[src/rtl/display_pkg.sv]
// rtl/display_pkg.sv - shared encodings for the 7-seg scan controller
// Digit selector codes, frame field layout and scan state encoding.
package display_pkg;

  localparam logic [1:0] DIG_LEVEL = 2'd0;
  localparam logic [1:0] DIG_SYMB  = 2'd1;
  localparam logic [1:0] DIG_CONTB = 2'd2;
  localparam logic [1:0] DIG_CONTA = 2'd3;

  localparam int FRAME_W   = 10;
  localparam int CONTA_OFS = 6;
  localparam int CONTA_W   = 4;
  localparam int CONTB_OFS = 4;
  localparam int CONTB_W   = 2;
  localparam int NV_OFS    = 2;
  localparam int NV_W      = 2;
  localparam int LIMP_OFS  = 1;
  localparam int MIST_OFS  = 0;

  typedef enum logic [1:0] {
    ST_IDLE     = 2'd0,
    ST_BLANKING = 2'd1,
    ST_LIT      = 2'd2
  } scan_state_e;

endpackage

[src/rtl/display_scan_ctrl_scan_timer.sv]
// rtl/display_scan_ctrl_scan_timer.sv - digit slot counter with clear and wrap pulse
// wrap_o is high in the last cycle of a slot, i.e. the next edge returns the count to 0.
module scan_timer #(
  parameter int SLOT_CYC = 12500,
  parameter int CW       = $clog2(SLOT_CYC)
) (
  input  logic          clk_i,
  input  logic          rst_i,
  input  logic          en_i,
  input  logic          clr_i,
  output logic [CW-1:0] cnt_o,
  output logic          wrap_o
);

  localparam logic [CW-1:0] LAST = CW'(SLOT_CYC - 1);

  logic [CW-1:0] cnt_q, cnt_d;

  assign wrap_o = en_i && !clr_i && (cnt_q == LAST);
  assign cnt_o  = cnt_q;

  always_comb begin
    cnt_d = cnt_q;
    if (clr_i) begin
      cnt_d = '0;
    end else if (en_i) begin
      cnt_d = wrap_o ? '0 : cnt_q + CW'(1);
    end
  end

  always_ff @(posedge clk_i or posedge rst_i) begin
    if (rst_i) begin
      cnt_q <= '0;
    end else begin
      cnt_q <= cnt_d;
    end
  end

endmodule

[src/rtl/display_scan_ctrl.sv]
// rtl/display_scan_ctrl.sv - 4-digit 7-seg scan controller with per-frame snapshot handshake
// Optional blink of selected digits when DISPLAY_BLINK_EN is defined.
module display_scan_ctrl
  import display_pkg::*;
#(
  parameter int SLOT_CYC  = 12500,
  parameter int BLANK_CYC = 250
`ifdef DISPLAY_BLINK_EN
  , parameter int BLINK_FRAMES = 250
`endif
) (
  input  logic               clk_i,
  input  logic               rst_i,
  input  logic               en_i,
  input  logic               upd_req_i,
  input  logic [FRAME_W-1:0] frame_d_i,
`ifdef DISPLAY_BLINK_EN
  input  logic [3:0]         blink_mask_i,
`endif
  output logic               upd_ack_o,
  output logic [FRAME_W-1:0] frame_q_o,
  output logic [1:0]         sel_o,
  output logic [3:0]         dig_n_o,
  output logic               blank_o
);

  localparam int CW = $clog2(SLOT_CYC);
  localparam logic [CW-1:0] BLANK_LAST = CW'(BLANK_CYC - 1);

  if (BLANK_CYC <= 0 || BLANK_CYC >= SLOT_CYC) begin : g_bad_blank
    $error("BLANK_CYC must satisfy 0 < BLANK_CYC < SLOT_CYC");
  end

  scan_state_e        state_q, state_d;
  logic [1:0]         sel_q, sel_d;
  logic [3:0]         dig_n_q, dig_n_d;
  logic               blank_q, blank_d;
  logic [FRAME_W-1:0] frame_q;
  logic               ack_q;
  logic               load;
  logic [CW-1:0]      cnt;
  logic               wrap;
  logic               timer_en;
  logic               frame_end;
  logic               suppress;

  assign timer_en  = en_i && (state_q != ST_IDLE);
  assign frame_end = wrap && (sel_q == DIG_CONTA);

  scan_timer #(
    .SLOT_CYC (SLOT_CYC),
    .CW       (CW)
  ) u_scan_timer (
    .clk_i  (clk_i),
    .rst_i  (rst_i),
    .en_i   (timer_en),
    .clr_i  (!timer_en),
    .cnt_o  (cnt),
    .wrap_o (wrap)
  );

`ifdef DISPLAY_BLINK_EN
  localparam int FW = (BLINK_FRAMES > 1) ? $clog2(BLINK_FRAMES) : 1;

  logic [FW-1:0] fcnt_q, fcnt_d;
  logic          phase_q, phase_d;

  always_comb begin
    fcnt_d  = fcnt_q;
    phase_d = phase_q;
    if (!timer_en) begin
      fcnt_d  = '0;
      phase_d = 1'b0;
    end else if (frame_end) begin
      if (fcnt_q == FW'(BLINK_FRAMES - 1)) begin
        fcnt_d  = '0;
        phase_d = !phase_q;
      end else begin
        fcnt_d = fcnt_q + FW'(1);
      end
    end
  end

  always_ff @(posedge clk_i or posedge rst_i) begin
    if (rst_i) begin
      fcnt_q  <= '0;
      phase_q <= 1'b0;
    end else begin
      fcnt_q  <= fcnt_d;
      phase_q <= phase_d;
    end
  end

  // A blinked digit simply never leaves BLANKING, so slot timing is untouched.
  assign suppress = phase_q && blink_mask_i[sel_q];
`else
  assign suppress = 1'b0;
`endif

  always_ff @(posedge clk_i or posedge rst_i) begin
    if (rst_i) begin
      state_q <= ST_IDLE;
      sel_q   <= DIG_LEVEL;
      dig_n_q <= 4'hF;
      blank_q <= 1'b1;
    end else begin
      state_q <= state_d;
      sel_q   <= sel_d;
      dig_n_q <= dig_n_d;
      blank_q <= blank_d;
    end
  end

  always_comb begin
    state_d = state_q;
    sel_d   = sel_q;
    load    = 1'b0;
    if (!en_i) begin
      state_d = ST_IDLE;
      sel_d   = DIG_LEVEL;
    end else begin
      case (state_q)
        ST_IDLE: begin
          state_d = ST_BLANKING;
          sel_d   = DIG_LEVEL;
          load    = upd_req_i;
        end
        ST_BLANKING: begin
          if (cnt == BLANK_LAST && !suppress) begin
            state_d = ST_LIT;
          end
        end
        ST_LIT: ;
        default: state_d = ST_IDLE;
      endcase
      // Snapshot only at the frame boundary so a displayed frame never tears.
      if (wrap) begin
        state_d = ST_BLANKING;
        sel_d   = sel_q + 2'd1;
        load    = frame_end && upd_req_i;
      end
    end
  end

  always_comb begin
    dig_n_d = 4'hF;
    blank_d = 1'b1;
    if (state_d == ST_LIT) begin
      dig_n_d = ~(4'b0001 << sel_d);
      blank_d = 1'b0;
    end
  end

  always_ff @(posedge clk_i or posedge rst_i) begin
    if (rst_i) begin
      frame_q <= '0;
      ack_q   <= 1'b0;
    end else begin
      ack_q <= load;
      if (load) begin
        frame_q <= frame_d_i;
      end
    end
  end

  assign upd_ack_o = ack_q;
  assign frame_q_o = frame_q;
  assign sel_o     = sel_q;
  assign dig_n_o   = dig_n_q;
  assign blank_o   = blank_q;

endmodule

[config.mk]
export PLATFORM = sky130hd
export DESIGN_NAME = display_scan_ctrl
export DESIGN_NICKNAME = d
export VERILOG_FILES = /design/src/rtl/display_pkg.sv /design/src/rtl/display_scan_ctrl_scan_timer.sv /design/src/rtl/display_scan_ctrl.sv
export SDC_FILE = /design/constraint.sdc
export NUM_CORES = 1
export LEC_CHECK = 0
export ABC_CLOCK_PERIOD_IN_PS = 3600
export CORE_MARGIN = 2
export CORE_UTILIZATION = 50
export CTS_CLUSTER_DIAMETER = 40
export DETAILED_ROUTE_END_ITERATION = 12
export MAX_ROUTING_LAYER = met4
export PLACE_DENSITY = 0.78
export SETUP_SLACK_MARGIN = 0.1
export SLEW_MARGIN = 20
export SYNTH_ARGS = -nofsm -noshare
export SYNTH_HDL_FRONTEND = slang
export SYNTH_SLANG_ARGS = --single-unit
[constraint.sdc]
create_clock -name clk_i -period 3.6 [get_ports clk_i]
set_clock_uncertainty 0.05 [all_clocks]
set_input_delay 1.08 -clock clk_i [delete_from_list [all_inputs] [get_ports clk_i]]
set_output_delay 1.08 -clock clk_i [all_outputs]
set_load 0.02 [all_outputs]
; ---- Word-level counts from Yosys, hierarchy flattened
; Cells that the tools add are included.
[word_totals]
out_inout_bits = 18
regBits = 34
elab_cells = 37
input_bits = 14
[classes]
bitwise = 1
n_reduce_logical = 6
n_addsub = 2
n_eq_ne = 6
mux = 14
shift = 1
[op_table]
columns = op, count
row1 = two-way mux 14 bit, 2
row2 = adder 14 x 1 -> 14 bit (second input constant), 1
row3 = equality test 14 bit (second input constant), 1
row4 = equality test 14 x 8 -> 1 bit (second input constant), 1
row5 = two-way mux 2 bit, 6
row6 = equality test 2 bit (second input constant), 3
row7 = one-hot mux 2 bit (3 select lines), 1
row8 = logical AND 1 bit, 4
row9 = two-way mux 1 bit, 4
row10 = two-way mux 4 bit, 1
row11 = NOT 4 bit, 1
row12 = left shift 1 x 2 -> 4 bit (first input constant), 1
row13 = adder 2 x 1 -> 2 bit (second input constant), 1
row14 = equality test 2 x 1 -> 1 bit (second input constant), 1
row15 = zero test 2 bit, 1
row16 = nonzero test 2 bit, 1

; ---- Depth between registers and ports, before layout
; Gate-level depths: netlist (run 1).
[depth]
word_depth = 8
depth_mapped = 6
depth_no_buf = 6

; ---- Modules after synthesis
; Synthesis (run 1) repeated with hierarchy kept, for this count alone.
[hier_totals]
hier_cells = 158
hier_area_um2 = 1765.4
[modules_own_cells]
columns = mod, seq_area_each_um2, n_inst, area_per_inst_um2, cells_each
row1 = scan_timer, 350.3, 1, 883.3, 93
row2 = display_scan_ctrl, 506.7, 1, 882.1, 65

; ---- Least setup slack after synthesis (run 1)
; No wires, ideal clock.
[synth_timing]
kind = input to register
start = input port upd_req_i
end = register frame_q[0] (netlist: frame_q_o[0])
stages = 4
setup_ps = 125
path_buffers = 1
arrival_ps = 1729
t_required_ps = 3425
setup_slack_ps = 1696
path_cell_list = nand2_1 -> a21oi_2 -> buf_6 -> mux2_4
[synth_between]
elab_chain_len = 3
elab_cells_between_ends = 4
cone_classes = mux: 3 / reduce/logical: 1
[synth_lines]
columns = element, line_no
row1 = "start, declared", display_scan_ctrl.sv:15  ; input logic upd_req_i,
row2 = two-way mux 1 bit or logical AND 1 bit (tied branches), "display_scan_ctrl.sv:122, display_scan_ctrl.sv:140"
row3 = two-way mux 1 bit (*), display_scan_ctrl.sv:137  ; if (wrap) begin
row4 = two-way mux 1 bit (*), display_scan_ctrl.sv:118  ; if (!en_i) begin
row5 = named net load, display_scan_ctrl.sv:40  ; logic load;
row6 = "end signal, assigned", display_scan_ctrl.sv:161  ; frame_q <= frame_d_i;
row7 = "end, declared", display_scan_ctrl.sv:38  ; logic [FRAME_W-1:0] frame_q;
; Mark *: on every way through the listed nets, which the timed path passes. The rest lies on a longest branch.
; A chain may end at the register's enable or synchronous reset.

; ---- Worst setup path in the final report (run 1)
[layout_timing]
start = register dig_n_q[2] (netlist: dig_n_o[2])
end = output port dig_n_o[2]
[layout_rtl]
columns = element, line_no
row1 = "start, declared", display_scan_ctrl.sv:36  ; logic [3:0] dig_n_q, dig_n_d;
row2 = "start signal, assigned", display_scan_ctrl.sv:109  ; dig_n_q <= dig_n_d;
row3 = "end, declared", display_scan_ctrl.sv:23  ; output logic [3:0] dig_n_o,
; No word-level cell between the ends.

==> results_dict.tcl, run 1 <==
set metrics [dict create \
    syn_nets 146 \
    n_fill_cell 231 \
    cp_max_fanout 1 \
    cts_htree_levels 2 \
    synth_top_area_share 0.466 \
    vias 1049 \
    synthDistinctLibCells 29 \
    regToRegStartpoint "u_scan_timer.cnt_o[0]" \
    final_min_period_over_clock_period 0.721 \
    mean_post_synth_cell_area_um2 12.1 \
    critical-path-max-stage-delay_ps 610 \
    worstPathRequired_ps 2470 \
    timing.slew.headroom 0.479 \
    synth_top_cells_by_area "dfrtp_1 (47%), mux2_4 (8.7%), dfstp_2 (8.4%), xnor2_1 (5.6%), nor2_1 (4.6%)" \
    core_area_mm2 0.00300 \
    worstHoldStart "u_scan_timer.cnt_o[0]" \
    rows 20 \
    n_antenna_cell 0 \
    power.ir.vdd_worst_mv 0.225 \
    final_setup_violation_count 0 \
    number_of_buffer_and_inverter_instances_along_the_worst_setup_path 1 \
    io_buffers 31 \
    sequential_element_share_of_the_synthesized_area 0.551 \
    wire_per_inst_um 14.5 \
    p_per_area_mw_per_mm2 396 \
    clock.fmax_mhz 386 \
    startpoint_type "register" \
    grt_antenna_before_repair 0 \
    final.setup.tns_ps 0 \
    gp_congestion 0.816 \
    numCtsBuffers 5 \
    post_detailed_routing_wire_length_um 2890 \
    die_area_mm2 0.00358 \
    synth_warnings 0 \
    drt_iter0_drc 31 \
    grt_first_pass_wirelength_um 4950 \
    post-layout-total-power_mw 0.774 \
    transition_time_at_the_pin_with_the_least_slew_margin_ps 782 \
    drtAntennaViolNets 0 \
    die_h_um 59.8 \
    worstSetupStartpoint "dig_n_o[2]" \
    power_leakage_nw 0.824 \
    top_level_ports 32 \
    via_count_of_the_first_global_routing_pass 1060 \
    cpMaxStageDelayCell "clkdlybuf4s50_1" \
    clock_tree_from_tritoncts "yes" \
    residual_drc 0 \
    post_cts_hold_buffer_count 0 \
    clock-root-buffer "clkbuf_4" \
    clk_path_buf_depth 2 \
    hold_path_class "register to register" \
    cap_violations 0 \
    post_cts_buffers 0 \
    cts.sinks 34 \
    avgViaCountPerCell 5.25 \
    timing.critical_path.to_type "output pin" \
    floorplan.initialDensity 0.518 \
    rsz0062_at_grt "false" \
    drive_gt1_frac 0.186 \
    overall_fraction_of_global_route_tracks_in_use 0.196 \
    timing.critical_path.arrival_ps 1460 \
    post-dp-hpwl_um 2080 \
    mappedNetlistArea_mm2 0.00156 \
    final.min_clock_period_ps 2590 \
    maxSlewViolCount 0 \
    number_of_hold_violations_in_the_final_report 0 \
    synth.ff_latch_count 34 \
    post_cts_resize_count 0 \
    pin_count_of_the_biggest_net_entering_global_routing 24 \
    outcome "completed" \
    worst_setup_hold_path_clk_slew_ps 100 \
    final_net_count 183 \
    critical_path.cell_chain "clkdlybuf4s50_1" \
    postSynthCellCount 129 \
    critical_path_class "register to output pin" \
    globalRoute.totalOverflow 0 \
    critical-path-top-delay-family "buffers and inverters" \
    syn2layout_area_growth_pct 25.7 \
    die_width_um 59.8 \
    clock_insertion_delay_worst_skew_ps 330 \
    first_pass_iters 4 \
    cell_type_with_the_largest_total_area_after_synthesis "dfrtp_1" \
]
[placed cells by master, fill, tap and decap left out, types with 2 or more instances in the layout]
master,instances
and2_1,2
and3_1,2
and4bb_2,2
clkbuf_4,5
clkdlybuf4s50_1,31
dfrtp_1,29
dfstp_2,5
ha_1,3
inv_1,5
mux2_4,9
mux2i_1,2
nand2_1,8
nand3_1,6
nand4_1,4
nand4b_1,2
nor2_1,19
nor3_1,3
nor4_1,4
xnor2_1,10
xor2_1,3
[cells by family (layout without fill, tap and decap cells)]
logic type | count (synthesis) | count (layout) | share of synthesized area
DFF | 34 | 34 | 0.551
and+or+nand+nor | 58 | 58 | 0.209
buffers and inverters | 7 | 45 | 0.0241
xor gates and xnor gates | 13 | 13 | 0.0732
muxes | 12 | 12 | 0.107
adders and majority gates | 3 | 3 | 0.0241
AOI/OAI and AO/OA | 2 | 2 | 0.0121
[report_power, final]
group	leakage, nW	internal, mW	switching [mW]
Clock	0.0353	0.0946	0.121
Sequential	0.432	0.405	0.0137
Combinational	0.357	0.0796	0.0603
Total	0.824	0.579	0.195
[synth_stat cells]
cell type  count
nor4_1         4
buf_6          1
nand4_1        4
ha_1           3
buf_4          1
inv_1          5
nor3_1         3
nor2b_2        1
nand3_1        6
xor2_1         3
o211a_1        1
and4bb_2       2
mux2_4         9
nand4_2        1
or2_2          1
a21oi_2        1
and2_1         2
dfrtp_1       29
mux2_2         1
and3_1         2
xnor2_1       10
nor3b_1        1
nor3_4         1
nand3_2        1
mux2i_1        2
nor2_1        19
nand4b_1       2
nand2_1        8
dfstp_2        5
[layer usage]
layer  GRT usage  part of all wire  vias up
met2       0.298              0.47       27
met1       0.256              0.46      503
met5           -                 0        -
met3      0.0390             0.048        5
li1            -                 -      514
met4      0.0857             0.012        0
[final timing paths]
| kind | endpoint | slack [ps] | cells after the start |
|---|---|---|---|
| min in group asynchronous | upd_ack_o | 1000 | 2 |
| setup reg to reg | frame_q_o[4] | 1400 | 5 |
| hold / removal | u_scan_timer.cnt_o[0] | 440 | 1 |
| max in group asynchronous | dig_n_o[3] | 1800 | 3 |
| setup / recovery | dig_n_o[2] | 1010 | 1 |
| hold reg to reg | u_scan_timer.cnt_o[0] | 440 | 1 |
[stage by stage]
step	worst slack, ps	area (um2)	utilization	cells	hold WS [ps]
floorplan	1700	1560	-	129	407
global placement	769	1900	0.632	192	426
detailed placement	694	1900	0.632	192	436
CTS	982	1960	0.652	200	449
global route	977	1960	0.652	200	480
finish	1010	1960	0.652	200	444
[cell type report]
| class | count | area [um2] | share of cell area |
|---|---|---|---|
| clock buffer | 7 | 55.1 | 0.0281 |
| sequential | 34 | 857 | 0.438 |
| tap | 33 | 41.3 | 0.0211 |
| multi-input combinational | 88 | 662 | 0.338 |
| clock inverter | 1 | 5.00 | 0.00256 |
| timing repair buffer | 32 | 318 | 0.162 |
| inverter | 5 | 18.8 | 0.00959 |
[state kept, by name, indices dropped and copies added (netlist names)]
signal              count
frame_q_o              10
sel_o                   2
upd_ack_o               1
blank_o                 1
state_q                 2
u_scan_timer.cnt_o     14
dig_n_o                 4
Power figures use the tool's default switching activity.
==> inputs of run 2 (changes only) <==
- ABC_CLOCK_PERIOD_IN_PS: 3600 -> 2550
- clock period: 3.6 -> 2.55 ns (I/O delays scaled with it)
==> results_dict.tcl, run 2 (synthesis gave the netlist of run 1 again) <==
set metrics [dict create \
    outcome "completed" \
    residual_drc 0 \
    core_area_mm2 0.00300 \
    hold_path_class "register to register" \
    die_area_mm2 0.00358 \
    rows 20 \
    layout.cell_area.non_filler_mm2 0.00196 \
    critical-path-top-delay-family "buffers and inverters" \
    clock.fmax_mhz 440 \
    worstPathRequired_ps 1740 \
    number_of_hold_violations_in_the_final_report 0 \
    maxSlewViolCount 0 \
    power.ir.vdd_worst_mv 0.388 \
    rsz0062_at_grt "false" \
    wire_per_inst_um 14.4 \
    grt_first_pass_wirelength_um 4890 \
    placed_cells 193 \
    share_clk_of_total_power 0.278 \
    syn2layout_area_growth_pct 26.2 \
    post_cts_buffers 0 \
    r2r_slack_ps 690 \
    finalWorstSetupSlack_ps 278 \
    floorplan.initialDensity 0.518 \
    pwr-share-comb 0.182 \
    grt_antenna_before_repair 0 \
    r2r.worst_path.cells 6 \
    top_level_ports 32 \
    clock_tree_from_tritoncts "yes" \
    layout.cells.most_common "clkdlybuf4s50_1" \
    post_cts_resize_count 0 \
    post_detailed_routing_wire_length_um 2900 \
    power_switching_mw 0.278 \
    gp_congestion 0.822 \
    cpMaxStageDelayCell "clkdlybuf4s50_1" \
    post_dp_cell_area_mm2 0.00190 \
    worst_setup_hold_path_clk_slew_ps 100 \
    drtAntennaViolNets 0 \
    critical-path-max-stage-delay_ps 590 \
    pin_count_of_the_biggest_net_entering_global_routing 35 \
    timing.critical_path.arrival_ps 1460 \
    io_buffers 31 \
    clock-root-buffer "clkbuf_4" \
    cts.sinks 34 \
    max_ffs_per_register 14 \
    swShare 0.253 \
    overall_fraction_of_global_route_tracks_in_use 0.192 \
    cp_max_fanout 1 \
    number_of_buffer_and_inverter_instances_along_the_worst_setup_path 1 \
    n_fill_cell 236 \
    worst_r2r_endpoint "frame_q_o[4]" \
    internal_power_mw 0.819 \
    post-layout-total-power_mw 1.10 \
    setup.worst_path.end "dig_n_o[3]" \
    startpoint_type "register" \
    n_antenna_cell 0 \
    post_layout_instance_count_excluding_filler_cells 201 \
    critical_path.cell_chain "clkdlybuf4s50_1" \
    avgViaCountPerCell 5.26 \
    cts_htree_levels 2 \
    final.min_clock_period_ps 2270 \
    numCtsBuffers 5 \
    clock_insertion_delay_worst_skew_ps 330 \
    final_core_utilization 0.654 \
    vias 1057 \
    via_count_of_the_first_global_routing_pass 1048 \
    worstSetupStartpoint "dig_n_o[3]" \
    transition_time_at_the_pin_with_the_least_slew_margin_ps 446 \
    cap_violations 0 \
    p_per_area_mw_per_mm2 558 \
    first_pass_iters 4 \
    post-dp-hpwl_um 2140 \
    critical_path_class "register to output pin" \
    clk_path_buf_depth 2 \
    final_net_count 184 \
    globalRoute.totalOverflow 0 \
    p_seq_frac 0.540 \
    final_setup_violation_count 0 \
    worstSetupPathDepth 1 \
    regToRegStartpoint "u_scan_timer.cnt_o[0]" \
    post-place-ws_ps 307 \
    drive_gt1_frac 0.190 \
    power_leakage_nw 0.829 \
    layout.cells.most_common_list "clkdlybuf4s50_1 (31), dfrtp_1 (29), nor2_1 (19), xnor2_1 (10), mux2_4 (9)" \
    post_cts_hold_buffer_count 0 \
    final.setup.tns_ps 0 \
    timing.critical_path.to_type "output pin" \
    timing.slew.headroom 0.694 \
    holdWs_ps 452 \
    die_width_um 59.8 \
    final_min_period_over_clock_period 0.891 \
    die_h_um 59.8 \
    drt_iter0_drc 25 \
]
## run 2: changes by cell type in the layout (fill, tap and decap cells not counted)
cell / delta
buf_4: +1
## run 2: layer usage
metal	global-route usage	wire length (um)	part of all wire
met5	-	0	0
met4	0.0857	45	0.016
met3	0.0411	130	0.045
met2	0.286	1390	0.48
met1	0.253	1340	0.46
## run 2: worst min-delay path by stage
stage                               start               endpoint  slack [ps]  cells after the start
floorplan           u_scan_timer.cnt_o[0]  u_scan_timer.cnt_o[0]         410                      1
global placement    u_scan_timer.cnt_o[0]  u_scan_timer.cnt_o[0]         430                      1
detailed placement  u_scan_timer.cnt_o[0]  u_scan_timer.cnt_o[0]         440                      1
CTS                 u_scan_timer.cnt_o[0]  u_scan_timer.cnt_o[0]         460                      1
global route        u_scan_timer.cnt_o[0]  u_scan_timer.cnt_o[0]         490                      1
finish              u_scan_timer.cnt_o[0]  u_scan_timer.cnt_o[0]         450                      1
## run 2: power groups by stage
stage	logic (mW)	clock network [mW]	registers [mW]
floorplan	0.0663	0	0.638
global placement	0.195	0	0.600
detailed placement	0.200	0	0.603
CTS	0.202	0.319	0.593
global route	0.214	0.338	0.595
finish	0.199	0.305	0.592
## run 2: cell type report
class | count | area (um2) | area share
Clock buffer | 7 | 55.1 | 0.0280
Clock inverter | 1 | 5.00 | 0.00255
Inverter | 5 | 18.8 | 0.00955
Multi-Input combinational cell | 88 | 662 | 0.337
Sequential cell | 34 | 857 | 0.436
Tap cell | 33 | 41.3 | 0.0210
Timing Repair Buffer | 33 | 325 | 0.166
## run 2: worst reg2reg max path: cells and delay by family (launching register included)
kind	cells	cell delay, ps
AND/OR/NAND/NOR	2	320
buffers and inverters	1	220
multiplexers	1	350
flip-flops	1	410
adder cells (fa/ha/maj)	1	270
AO/OA/AOI/OAI	1	140
==> inputs of run 3 (changes only) <==
- SLEW_MARGIN: 20 -> 10
==> results of run 3 <==
Final layout, timing and power as in run 2 (identical DEF).
